===== config.mk =====
export PLATFORM = sky130hd
export DESIGN_NAME = elevator_scheduler
export DESIGN_NICKNAME = d
export VERILOG_FILES = /design/src/rtl/elevator_scheduler.sv
export SDC_FILE = /design/constraint.sdc
export NUM_CORES = 1
export LEC_CHECK = 0
export CAP_MARGIN = 20
export CORE_UTILIZATION = 40
export CTS_BUF_LIST = sky130_fd_sc_hd__clkbuf_4 sky130_fd_sc_hd__clkbuf_8
export DETAILED_ROUTE_END_ITERATION = 6
export PLACE_DENSITY = 0.75
export SETUP_SLACK_MARGIN = 0.2
export SYNTH_ARGS = -nofsm -noshare
export SYNTH_HDL_FRONTEND = slang
export SYNTH_SLANG_ARGS = --single-unit

===== constraint.sdc =====
create_clock -name clk -period 1.95 [get_ports clk]
set_clock_uncertainty 0.05 [all_clocks]
set_input_delay 0.195 -clock clk [delete_from_list [all_inputs] [get_ports clk]]
set_output_delay 0.195 -clock clk [all_outputs]
set_load 0.03 [all_outputs]

===== src/rtl/elevator_scheduler.sv =====
// Call scheduler and motion sequencer for a three-floor elevator: latches calls,
// picks targets with a direction-preserving sweep, and times travel and door intervals.
module elevator_scheduler #(
    parameter int TRAVEL_CYCLES = 2,
    parameter int DOOR_CYCLES   = 3
) (
    input  logic       clk,
    input  logic       reset,
    input  logic [2:0] call,
    input  logic       sos,
    input  logic       overweight,
    output logic [2:0] pending,
    output logic [2:0] floor,
    output logic       door,
    output logic       moving,
    output logic       dir_up,
    output logic [1:0] state_dbg
);

    localparam int TW = (TRAVEL_CYCLES > 1) ? $clog2(TRAVEL_CYCLES) : 1;
    localparam int DW = (DOOR_CYCLES > 1) ? $clog2(DOOR_CYCLES) : 1;

    typedef enum logic [1:0] {
        IDLE      = 2'd0,
        MOVING    = 2'd1,
        DOOR_OPEN = 2'd2,
        HALT      = 2'd3
    } state_t;

    state_t          state_q, state_d;
    logic [2:0]      pending_d, floor_d;
    logic            dir_up_d;
    logic [TW-1:0]   travel_cnt_q, travel_cnt_d;
    logic [DW-1:0]   door_cnt_q, door_cnt_d;

    logic [2:0]      req, above, below, next_floor;
    logic            travel_done, door_done;

    always_comb begin
        req         = pending | call;
        above       = floor[0] ? 3'b110 : (floor[1] ? 3'b100 : 3'b000);
        below       = floor[2] ? 3'b011 : (floor[1] ? 3'b001 : 3'b000);
        next_floor  = dir_up ? {floor[1:0], 1'b0} : {1'b0, floor[2:1]};
        travel_done = (travel_cnt_q == TW'(TRAVEL_CYCLES - 1));
        door_done   = (door_cnt_q == DW'(DOOR_CYCLES - 1));
    end

    always_comb begin
        state_d      = state_q;
        pending_d    = pending;
        floor_d      = floor;
        dir_up_d     = dir_up;
        travel_cnt_d = travel_cnt_q;
        door_cnt_d   = door_cnt_q;

        if (sos) begin
            // Partial travel is discarded; floor and pending stay as they are.
            state_d      = HALT;
            travel_cnt_d = '0;
            door_cnt_d   = '0;
        end else begin
            case (state_q)
                IDLE: begin
                    pending_d = req & ~floor;
                    if (|(req & floor)) begin
                        state_d    = DOOR_OPEN;
                        door_cnt_d = '0;
                    end else if (!overweight) begin
                        // Keep sweeping the current way while work remains ahead.
                        if (|(req & above) && (dir_up || !(|(req & below)))) begin
                            state_d      = MOVING;
                            dir_up_d     = 1'b1;
                            travel_cnt_d = '0;
                        end else if (|(req & below)) begin
                            state_d      = MOVING;
                            dir_up_d     = 1'b0;
                            travel_cnt_d = '0;
                        end
                    end
                end
                MOVING: begin
                    pending_d = req;
                    if (travel_done) begin
                        floor_d      = next_floor;
                        travel_cnt_d = '0;
                        if (|(req & next_floor)) begin
                            pending_d  = req & ~next_floor;
                            state_d    = DOOR_OPEN;
                            door_cnt_d = '0;
                        end
                    end else begin
                        travel_cnt_d = travel_cnt_q + TW'(1);
                    end
                end
                DOOR_OPEN: begin
                    pending_d = pending | (call & ~floor);
                    if (|(call & floor)) begin
                        door_cnt_d = '0;
                    end else if (door_done) begin
                        // Counter stays frozen at expiry while the car is overloaded.
                        if (!overweight) begin
                            state_d    = IDLE;
                            door_cnt_d = '0;
                        end
                    end else begin
                        door_cnt_d = door_cnt_q + DW'(1);
                    end
                end
                HALT: begin
                    state_d = IDLE;
                end
                default: begin
                    state_d = IDLE;
                end
            endcase
        end
    end

    always_ff @(posedge clk) begin
        if (reset) begin
            state_q      <= IDLE;
            pending      <= 3'b000;
            floor        <= 3'b001;
            dir_up       <= 1'b1;
            travel_cnt_q <= '0;
            door_cnt_q   <= '0;
        end else begin
            state_q      <= state_d;
            pending      <= pending_d;
            floor        <= floor_d;
            dir_up       <= dir_up_d;
            travel_cnt_q <= travel_cnt_d;
            door_cnt_q   <= door_cnt_d;
        end
    end

    assign door      = (state_q == DOOR_OPEN);
    assign moving    = (state_q == MOVING);
    assign state_dbg = state_q;

    // The car must never be asked to shift past either end of the shaft.
    assert property (@(posedge clk) disable iff (reset)
        (state_q == MOVING && travel_done && !sos) |-> (dir_up ? !floor[2] : !floor[0]));
    assert property (@(posedge clk) disable iff (reset) $onehot(floor));

endmodule


; After elaboration in Yosys (flattened, before gate mapping)
; Index checks and enable logic that the tools add are counted.
[word_totals]
latchBits = 0
romBits = 0
inputBits = 7
ff_bits = 12
word_cells = 92
out_inout_bits = 11
ram_bits = 0
mem_count = 0
[classes]
multipliers = 0
div_mod_pow = 0
n_mux = 32
n_bitwise = 15
n_eq_ne = 18
magnitude_cmp = 0
reduce_logical = 19
addsub = 2
shifts = 0
[op_table]
columns = operator, count
row1 = $mux 2, 16
row2 = $and 3x3->3, 7
row3 = $mux 3, 5
row4 = $reduce_or 3->1, 5
row5 = $reduce_and 5->1, 2
row6 = $ne 3x2->1 const B, 3
row7 = $ne 3x3->1 const B, 3
row8 = $pmux 3 s3, 1
row9 = $pmux 2 s4, 1
row10 = $mux 1, 7
row11 = $reduce_and 7->1, 1
row12 = $eq 2x2->1 const B, 3
row13 = $ne 2x2->1 const B, 3
row14 = $not 3->3, 2
row15 = $or 3x3->3, 2
row16 = $pmux 2 s3, 1
row17 = $ne 5x5->1 const B, 1
row18 = $ne 2x1->1 const B, 2
row19 = $ne 4x3->1 const B, 1
row20 = $ne 4x4->1 const B, 1
row21 = $reduce_and 4->1, 1
row22 = $reduce_bool 2->1, 2
row23 = $and 3x2->3, 1
row24 = $not 1->1, 3
row25 = 12 further kinds, 12

; Longest topological paths before layout
; Gate-level depths: netlist of the first run.
[depth]
ltp_word = 12
depth_mapped = 8
depth_no_buf = 7

; Worst setup path before layout of the first run
; No wires, ideal clock.
[synth_timing]
path_kind = register to register
start = register state_q[0] (netlist: state_dbg[0])
end = register pending[2]
n_path_buf = 0
required_time_ns = 1.830
synth_period_minus_slack_ns = 2.054
path_stages_with_launch = 7
t_arrival_ns = 1.934
setup_ns = 0.070
setup_slack_ns = -0.104
path_cell_list = dfxtp_1 > ha_1 > inv_1 > a31oi_1 > o21ai_0 > a2111o_1 > a21oi_1
[synth_between]
elab_chain_cells = 3
word_cells_on_any_way = 6
cone_classes = eq/ne (2) / mux (1) / reduce/logical (3)
[synth_lines]
columns = element, line_no
row1 = "start, declared", 30  ; state_t state_q, state_d;
row2 = "start signal, assigned", 128  ; state_q <= state_d;
row3 = $eq 2x1->1 *, --
row4 = via moving, 15  ; output logic moving,
row5 = $reduce_bool 3->1 (no source line), --
row6 = $reduce_and 2->1 (no source line), --
row7 = "end signal, assigned", 129  ; pending <= pending_d;
row8 = "end, declared", 12  ; output logic [2:0] pending,
; The timed path passes the listed nets; every way through them passes the cells marked *.
; A chain may end at the register's enable or synchronous reset.

; Worst setup path in the final report of the first run
[layout_timing]
start = register pending[0]
end = register travel_cnt_q
[layout_between]
elab_chain_cells = 10
word_cells_on_any_way = 17
cone_classes = eq/ne (2) / mux (4) / bitwise (4) / reduce/logical (7)
[layout_lines]
columns = element, line_no
row1 = $or 3x3->3 *, 40  ; req = pending | call;
row2 = $and 3x2->3, "70, 74"
row3 = $reduce_or 3->1, "70, 74"
row4 = $logic_not 1->1, 70  ; if (|(req & above) && (dir_up || !(|(req & below)))) begin
row5 = $logic_or 1x1->1, 70
row6 = $logic_and 1x1->1, 70
row7 = $mux 1, 70
row8 = $mux 1, 68  ; end else if (!overweight) begin
row9 = $mux 1, 65  ; if (|(req & floor)) begin
row10 = $pmux 1 s2, 62  ; case (state_q)
row11 = "end signal, assigned", 132  ; travel_cnt_q <= travel_cnt_d;
row12 = "end, declared", 33  ; logic [TW-1:0] travel_cnt_q, travel_cnt_d;
; Every way passes the cells marked *; elsewhere a longest branch is shown, timed or not. The select of a mux whose other input is x is not followed.

==> impl_metrics.tcl, run 1 <==
set metrics [dict create \
    ys_types 41 \
    grt_pass1_wl_um 4460 \
    antenna_found_initial 0 \
    relSlewSlack_pct 69.4 \
    async_flop_share_pct 0 \
    period_share_pct 95.8 \
    multi_input_area_um2 768 \
    drt_iter0_markers 63 \
    yosysMostFrequentCell "o21ai_0" \
    path_cells "o41a_1, or3_4, a311oi_1, a31oi_1, nor3_2" \
    synth_top_cell_by_area "dfxtp_1" \
    core_area_um2 2250 \
    overflow 0 \
    power_uw 785 \
    path_buf_inv 0 \
    clockBufferDepth 2 \
    power_frac_comb_pct 38.3 \
    powerDensity_nw_per_um2 543 \
    reg2reg_depth 5 \
    port_buffers 17 \
    drv_cap 0 \
    num_antenna_cells 0 \
    root_buffer "clkbuf_4" \
    final_cells 184 \
    fin_util_pct 64.2 \
    switchingPower_uw 287 \
    synth.net_count 139 \
    area_growth_pct 48.6 \
    clk_latency_ps 280 \
    wirelength_um 3190 \
    switching_share_pct 36.5 \
    synth_flop_cell "dfxtp_1" \
    antenna_violating_nets_post_route 0 \
    synthCells 127 \
    power.leakage_nw 0.543 \
    rsz0062_at_grt "yes" \
    cts_buffers 3 \
    rrSetupSlack_ps 80 \
    ys_top_cells_by_area "dfxtp_1 (25%), o21ai_0 (8.7%), ha_1 (6.4%)" \
    setup_viol 0 \
    crit_type "flip-flop to flip-flop" \
    die_h_um 51.3 \
    hpwlAfterDp_um 2030 \
    power_frac_seq_pct 35.1 \
    cts_hold_buf 0 \
    worstPathMaxFanout 8 \
    die_w_um 51.3 \
    fillers 192 \
    tightest_slew_ps 458 \
    finalCriticalPeriod_ps 1870 \
    hold_viol_final 0 \
    clock_sinks 12 \
    place_congestion 0.905 \
    hold_path.class "flip-flop to flip-flop" \
    synth_top_area_share_pct 24.7 \
    row_count 17 \
    avgViaCountPerCell 6.51 \
    crit_path_start "pending[0]" \
    p_int_uw 499 \
    seq_area_frac_synth_pct 24.7 \
    vias 1197 \
    drive_above_1_share_pct 35.9 \
    clk_pin_slew_ps 90 \
    crit_slowest_cell "o41a_1" \
    io_pins 18 \
    synth_edf_count 0 \
    route.detailed.drc 0 \
    critPathMaxStageDelay_ps 480 \
    syn_area_per_cell_um2 7.66 \
    yosysWarnings 0 \
    ys_ff_latch 12 \
    seq_area_um2 264 \
    cp.arrival_ps 2020 \
    cpLargestDelayFamily "compound AO/OA/AOI/OAI gates" \
    nets 169 \
    grt_usage_pct 22.4 \
    crit_cells 5 \
    wire_per_inst_um 17.3 \
    syn-cell-area_um2 973 \
    cts_tree "yes" \
    drtPass1Iterations 5 \
    initial_core_util_pct 43.2 \
    r2r-end "travel_cnt_q" \
    synthTopCellsByCount "o21ai_0 (17), a21oi_1 (12), dfxtp_1 (12)" \
    dieArea_um2 2630 \
    regToRegStartpoint "pending[0]" \
    endpoint "travel_cnt_q" \
    crit_path_start_kind "flip-flop" \
    status "complete, no violations" \
    critPathRequiredTime_ps 2100 \
    grt_pass1_vias 1004 \
    vdd_drop_max_mv 0.403 \
    grt_max_degree 12 \
    power_frac_clock_pct 26.6 \
    dp_cells 172 \
    cp-end-kind "flip-flop" \
    fmax_mhz 535 \
    cts_max_level 1 \
    final_max_slew_viol_count 0 \
]
-- worst min-delay path: cells and delay by family, from the launching register on --
| family | cells | cell delay [ps] |
|---|---|---|
| AOI/OAI and AO/OA | 2 | 120 |
| DFF | 1 | 330 |
-- layout by cell type, fill, tap and decap left out, types with 3 or more instances in the layout --
master	n
buf_4	15
o21ai_0	13
a21oi_1	11
clkdlybuf4s50_1	11
nor2_1	10
inv_1	8
dfxtp_4	5
ha_4	4
dfxtp_2	4
o22ai_1	3
a2111o_1	3
nor3_1	3
nand2_1	3
a31oi_1	3
clkbuf_4	3
dfxtp_1	3
dlymetal6s2s_1	3
dlygate4sd2_1	3
-- per-layer routing --
metal	routed length, um	GRT usage [%]	up-vias
li1	-	-	557
met1	1380	29.7	556
met2	1470	35.1	74
met3	271	2.98	10
met4	68	11.7	0
met5	0	0	-
-- sequential cells by signal, summed over array words and instances (netlist names) --
register,cells
state_dbg,2
floor,3
door_cnt_q,2
pending,3
dir_up,1
travel_cnt_q,1
-- area by class of cell --
class                           instances  area share (%)
Inverter                               10            3.20
Multi-Input combinational cell         96            53.1
Clock buffer                            4            2.51
Tap cell                               28            2.42
Timing Repair Buffer                   34            20.5
Sequential cell                        12            18.3
-- per-stage QoR --
| step | setup WS, ps | cell area, um^2 | hold slack, ps | setup TNS (ps) |
|---|---|---|---|---|
| 6_report | 80.9 | 1450 | 443 | 0 |
| 5_1_grt | 21.1 | 1450 | 459 | 0 |
| 4_1_cts | 175 | 1250 | 440 | 0 |
| 3_5_place_dp | -99.2 | 1210 | 428 | -379 |
| 3_3_place_gp | -64.5 | 1210 | 421 | -207 |
| 2_1_floorplan | 204 | 1010 | 250 | 0 |
-- power groups by stage --
stage / clock network (mW) / logic (mW) / registers [mW]
6_report: 0.209 / 0.301 / 0.276
5_1_grt: 0.221 / 0.325 / 0.278
4_1_cts: 0.210 / 0.239 / 0.276
3_5_place_dp: 0 / 0.241 / 0.283
3_3_place_gp: 0 / 0.237 / 0.281
2_1_floorplan: 0 / 0.139 / 0.295
-- what timing repair did --
item,in CTS,in global routing
setup buffers,0,8
pin swaps,2,10
hold endpoints to repair,0,0
resized for setup,3,34
endpoints found under the setup margin,7,9
-- cells by family (layout without fill, tap and decap cells) --
logic type | Yosys count | count (layout) | share of synthesized area, %
multiplexers | 1 | 1 | 1.03
adder cells (fa/ha/maj) | 5 | 5 | 6.43
flip-flops | 12 | 12 | 24.7
AND/OR/NAND/NOR | 31 | 31 | 17.2
buffers and inverters | 19 | 48 | 10.4
AO/OA/AOI/OAI | 59 | 59 | 40.2
-- worst min path at each step --
stage | startpoint | end | cells past startpoint
final | door_cnt_q[1] | door_cnt_q[1] | 2
after detailed placement | door_cnt_q[1] | door_cnt_q[1] | 2
after floorplan | reset | dir_up | 2
after CTS | door_cnt_q[1] | door_cnt_q[1] | 2
after global routing | door_cnt_q[1] | door_cnt_q[1] | 2
after global placement | door_cnt_q[1] | door_cnt_q[1] | 2
Power figures use the tool's default switching activity.
==> inputs of run 2 (changes only) <==
--- a/config.mk
+++ b/config.mk
@@ -5,6 +5,7 @@
 export SDC_FILE = /design/constraint.sdc
 export NUM_CORES = 1
 export LEC_CHECK = 0
+export ABC_AREA = 1
 export CAP_MARGIN = 20
 export CORE_UTILIZATION = 40
 export CTS_BUF_LIST = sky130_fd_sc_hd__clkbuf_4 sky130_fd_sc_hd__clkbuf_8
==> run 2 against run 1 <==
  * Die area fell by 1.6%
  * Count of clock-buffer cells in the layout unchanged
  * Synthesized area down 1.7%
  * Sequential share of layout area rose by 1.9 points
  * Via count shrank 11%
  * Final cell count rose by 11%
  * Synthesized cell count rose by 23%
  * Utilization down 10 points
  * Maximum frequency up 13%
  * Sequential power is 8.3% higher
  * Routed wire length down 23%
  * Flip-flop and latch count did not move
  * Critical endpoint is now moving
==> impl_metrics.tcl, run 2 <==
set metrics [dict create \
    vias 1067 \
    cp-end-kind "output pin" \
    relSlewSlack_pct 77.5 \
    crit_path_start "state_dbg[1]" \
    final_common_cell "nor2_1" \
    core_area_um2 2230 \
    initial_core_util_pct 42.9 \
    synth_flop_cell "dfxtp_1" \
    reg_top3 "floor x3, pending x3" \
    ys_top_cells_by_area "dfxtp_1 (25%), nor2_1 (13%), nand2_1 (11%)" \
    period_share_pct 85.1 \
    crit_path_start_kind "flip-flop" \
    critPathRequiredTime_ps 1700 \
    tightest_slew_ps 336 \
    ys_types 22 \
    powerDensity_nw_per_um2 795 \
    clk_latency_ps 280 \
    row_count 17 \
    drtPass1Iterations 4 \
    regToRegStartpoint "state_dbg[1]" \
    synthTopCellsByCount "nor2_1 (32), nand2_1 (27), inv_1 (22)" \
    die_h_um 50.9 \
    crit_type "flip-flop to output pin" \
    p_int_uw 549 \
    power_frac_clock_pct 21.8 \
    hpwlAfterDp_um 1920 \
    wirelength_um 2450 \
    syn-cell-area_um2 957 \
    grt_usage_pct 20.8 \
    vdd_drop_max_mv 0.403 \
    port_buffers 17 \
    hold_viol_final 0 \
    synthCells 156 \
    drive_above_1_share_pct 16.5 \
    avgViaCountPerCell 5.23 \
    dieArea_um2 2590 \
    final_cell_mix "nor2_1 (31), nand2_1 (27), inv_1 (21)" \
    root_buffer "clkbuf_4" \
    final_cells 204 \
    drt_iter0_markers 52 \
    grt_pass1_wl_um 4150 \
    power_frac_seq_pct 31.3 \
    ys_ff_latch 12 \
    top_layer_used "met4" \
    setup_viol 0 \
    cts_setup_buffers 0 \
    cts_tree "yes" \
    area_growth_pct 25.4 \
    fmax_mhz 603 \
    grt_pass1_vias 969 \
    cp.arrival_ps 1410 \
    power.leakage_nw 0.585 \
    seq_area_frac_synth_pct 25.1 \
    drv_cap 0 \
    finalCriticalPeriod_ps 1660 \
    grt_max_degree 10 \
    cts_hold_buf 0 \
    synth_top_area_share_pct 25.1 \
    die_w_um 50.9 \
    status "complete, no violations" \
    synth_top_cell_by_area "dfxtp_1" \
    io_pins 18 \
    clock_sinks 12 \
    fillers 227 \
    hold_path.class "flip-flop to flip-flop" \
    nets 189 \
    switching_share_pct 42.4 \
    yosysMostFrequentCell "nor2_1" \
    cts_buffers 3 \
    switchingPower_uw 405 \
    yosysWarnings 0 \
    power_frac_comb_pct 46.8 \
    cts_max_level 1 \
    antenna_violating_nets_post_route 0 \
    synth.net_count 168 \
    place_congestion 0.961 \
    clockBufferDepth 2 \
    antenna_found_initial 0 \
    syn_area_per_cell_um2 6.14 \
    reg2reg_depth 7 \
    clk_pin_slew_ps 80 \
    multi_input_area_um2 623 \
    rsz0062_at_grt "yes" \
    worstPathMaxFanout 6 \
    wl_met1_um 1110 \
    route.detailed.drc 0 \
    overflow 0 \
    wire_per_inst_um 12.0 \
    final_max_slew_viol_count 0 \
    wl_met3_um 157 \
    num_antenna_cells 0 \
    seq_area_um2 241 \
    holdPathStages 2 \
    min_from "door_cnt_q[0]" \
    synth_edf_count 0 \
    dr_wl_met2_um 1130 \
    dp_cells 200 \
    fin_setup_tns_ps 0 \
    async_flop_share_pct 0 \
]
run 2: cell types whose count changed after synthesis, moves of 5 or more:
| cell | before | now |
|---|---|---|
| nand2_1 | 4 | 27 |
| a31oi_1 | 5 | 0 |
| o21ai_0 | 17 | 9 |
| nor2_1 | 10 | 32 |
| nand2_2 | 0 | 6 |
| inv_1 | 10 | 22 |
run 2: kinds of logic after synthesis:
logic type	count (synthesis)	share of synthesized area, %
AOI/OAI and AO/OA	30	18.7
buffers and inverters	26	10.3
adders and majority gates	5	6.54
DFF	12	25.1
and+or+nand+nor	83	39.3
run 2: worst paths after layout:
kind | slack (ps) | to
setup / recovery | 290 | moving
hold / removal | 470 | door_cnt_q[0]
setup reg to reg | 350 | pending[1]
hold reg to reg | 470 | door_cnt_q[0]
run 2: final cells by class:
type	instances	share of cell area, %
Inverter	25	7.82
Multi-Input combinational cell	118	51.9
Tap cell	28	2.92
Timing Repair Buffer	17	14.2
Clock buffer	4	3.02
Sequential cell	12	20.1
run 2: power by group through the flow:
stage | Combinational, mW | Sequential [mW] | Clock, mW
floorplan | 0.283 | 0.339 | 0
global placement | 0.441 | 0.305 | 0
detailed placement | 0.446 | 0.305 | 0
CTS | 0.443 | 0.300 | 0.208
global route | 0.492 | 0.304 | 0.217
finish | 0.447 | 0.299 | 0.208
run 2: metal layers:
metal  up-vias  global-route usage, %
li1        545                      -
met3         7                   1.79
met5         -                      0
met2        43                   35.1
met4         0                   7.41
met1       472                   27.5
run 2: stage by stage:
| step | total power, mW | hold slack, ps | cell area, um^2 | setup slack, ps | utilization, % |
|---|---|---|---|---|---|
| after detailed placement | 0.751 | 454 | 1160 | 159 | 52.0 |
| after global routing | 1.01 | 485 | 1200 | 180 | 53.7 |
| final | 0.954 | 466 | 1200 | 291 | 53.7 |
| after CTS | 0.951 | 466 | 1190 | 207 | 53.4 |
| after floorplan | 0.621 | 245 | 961 | 210 | - |
| after global placement | 0.746 | 430 | 1160 | 212 | 52.0 |
run 2: what timing repair did:
action / CTS / global route
setup endpoints to repair: 3 / 7
gates resized for setup: 3 / 7
cloned: 0 / 0
run 2: worst max-delay path, stage by stage (launching register included):
cell,delay (ps)
dfxtp_1,360
inv_1,110
ha_2,250
dlygate4sd2_1,420
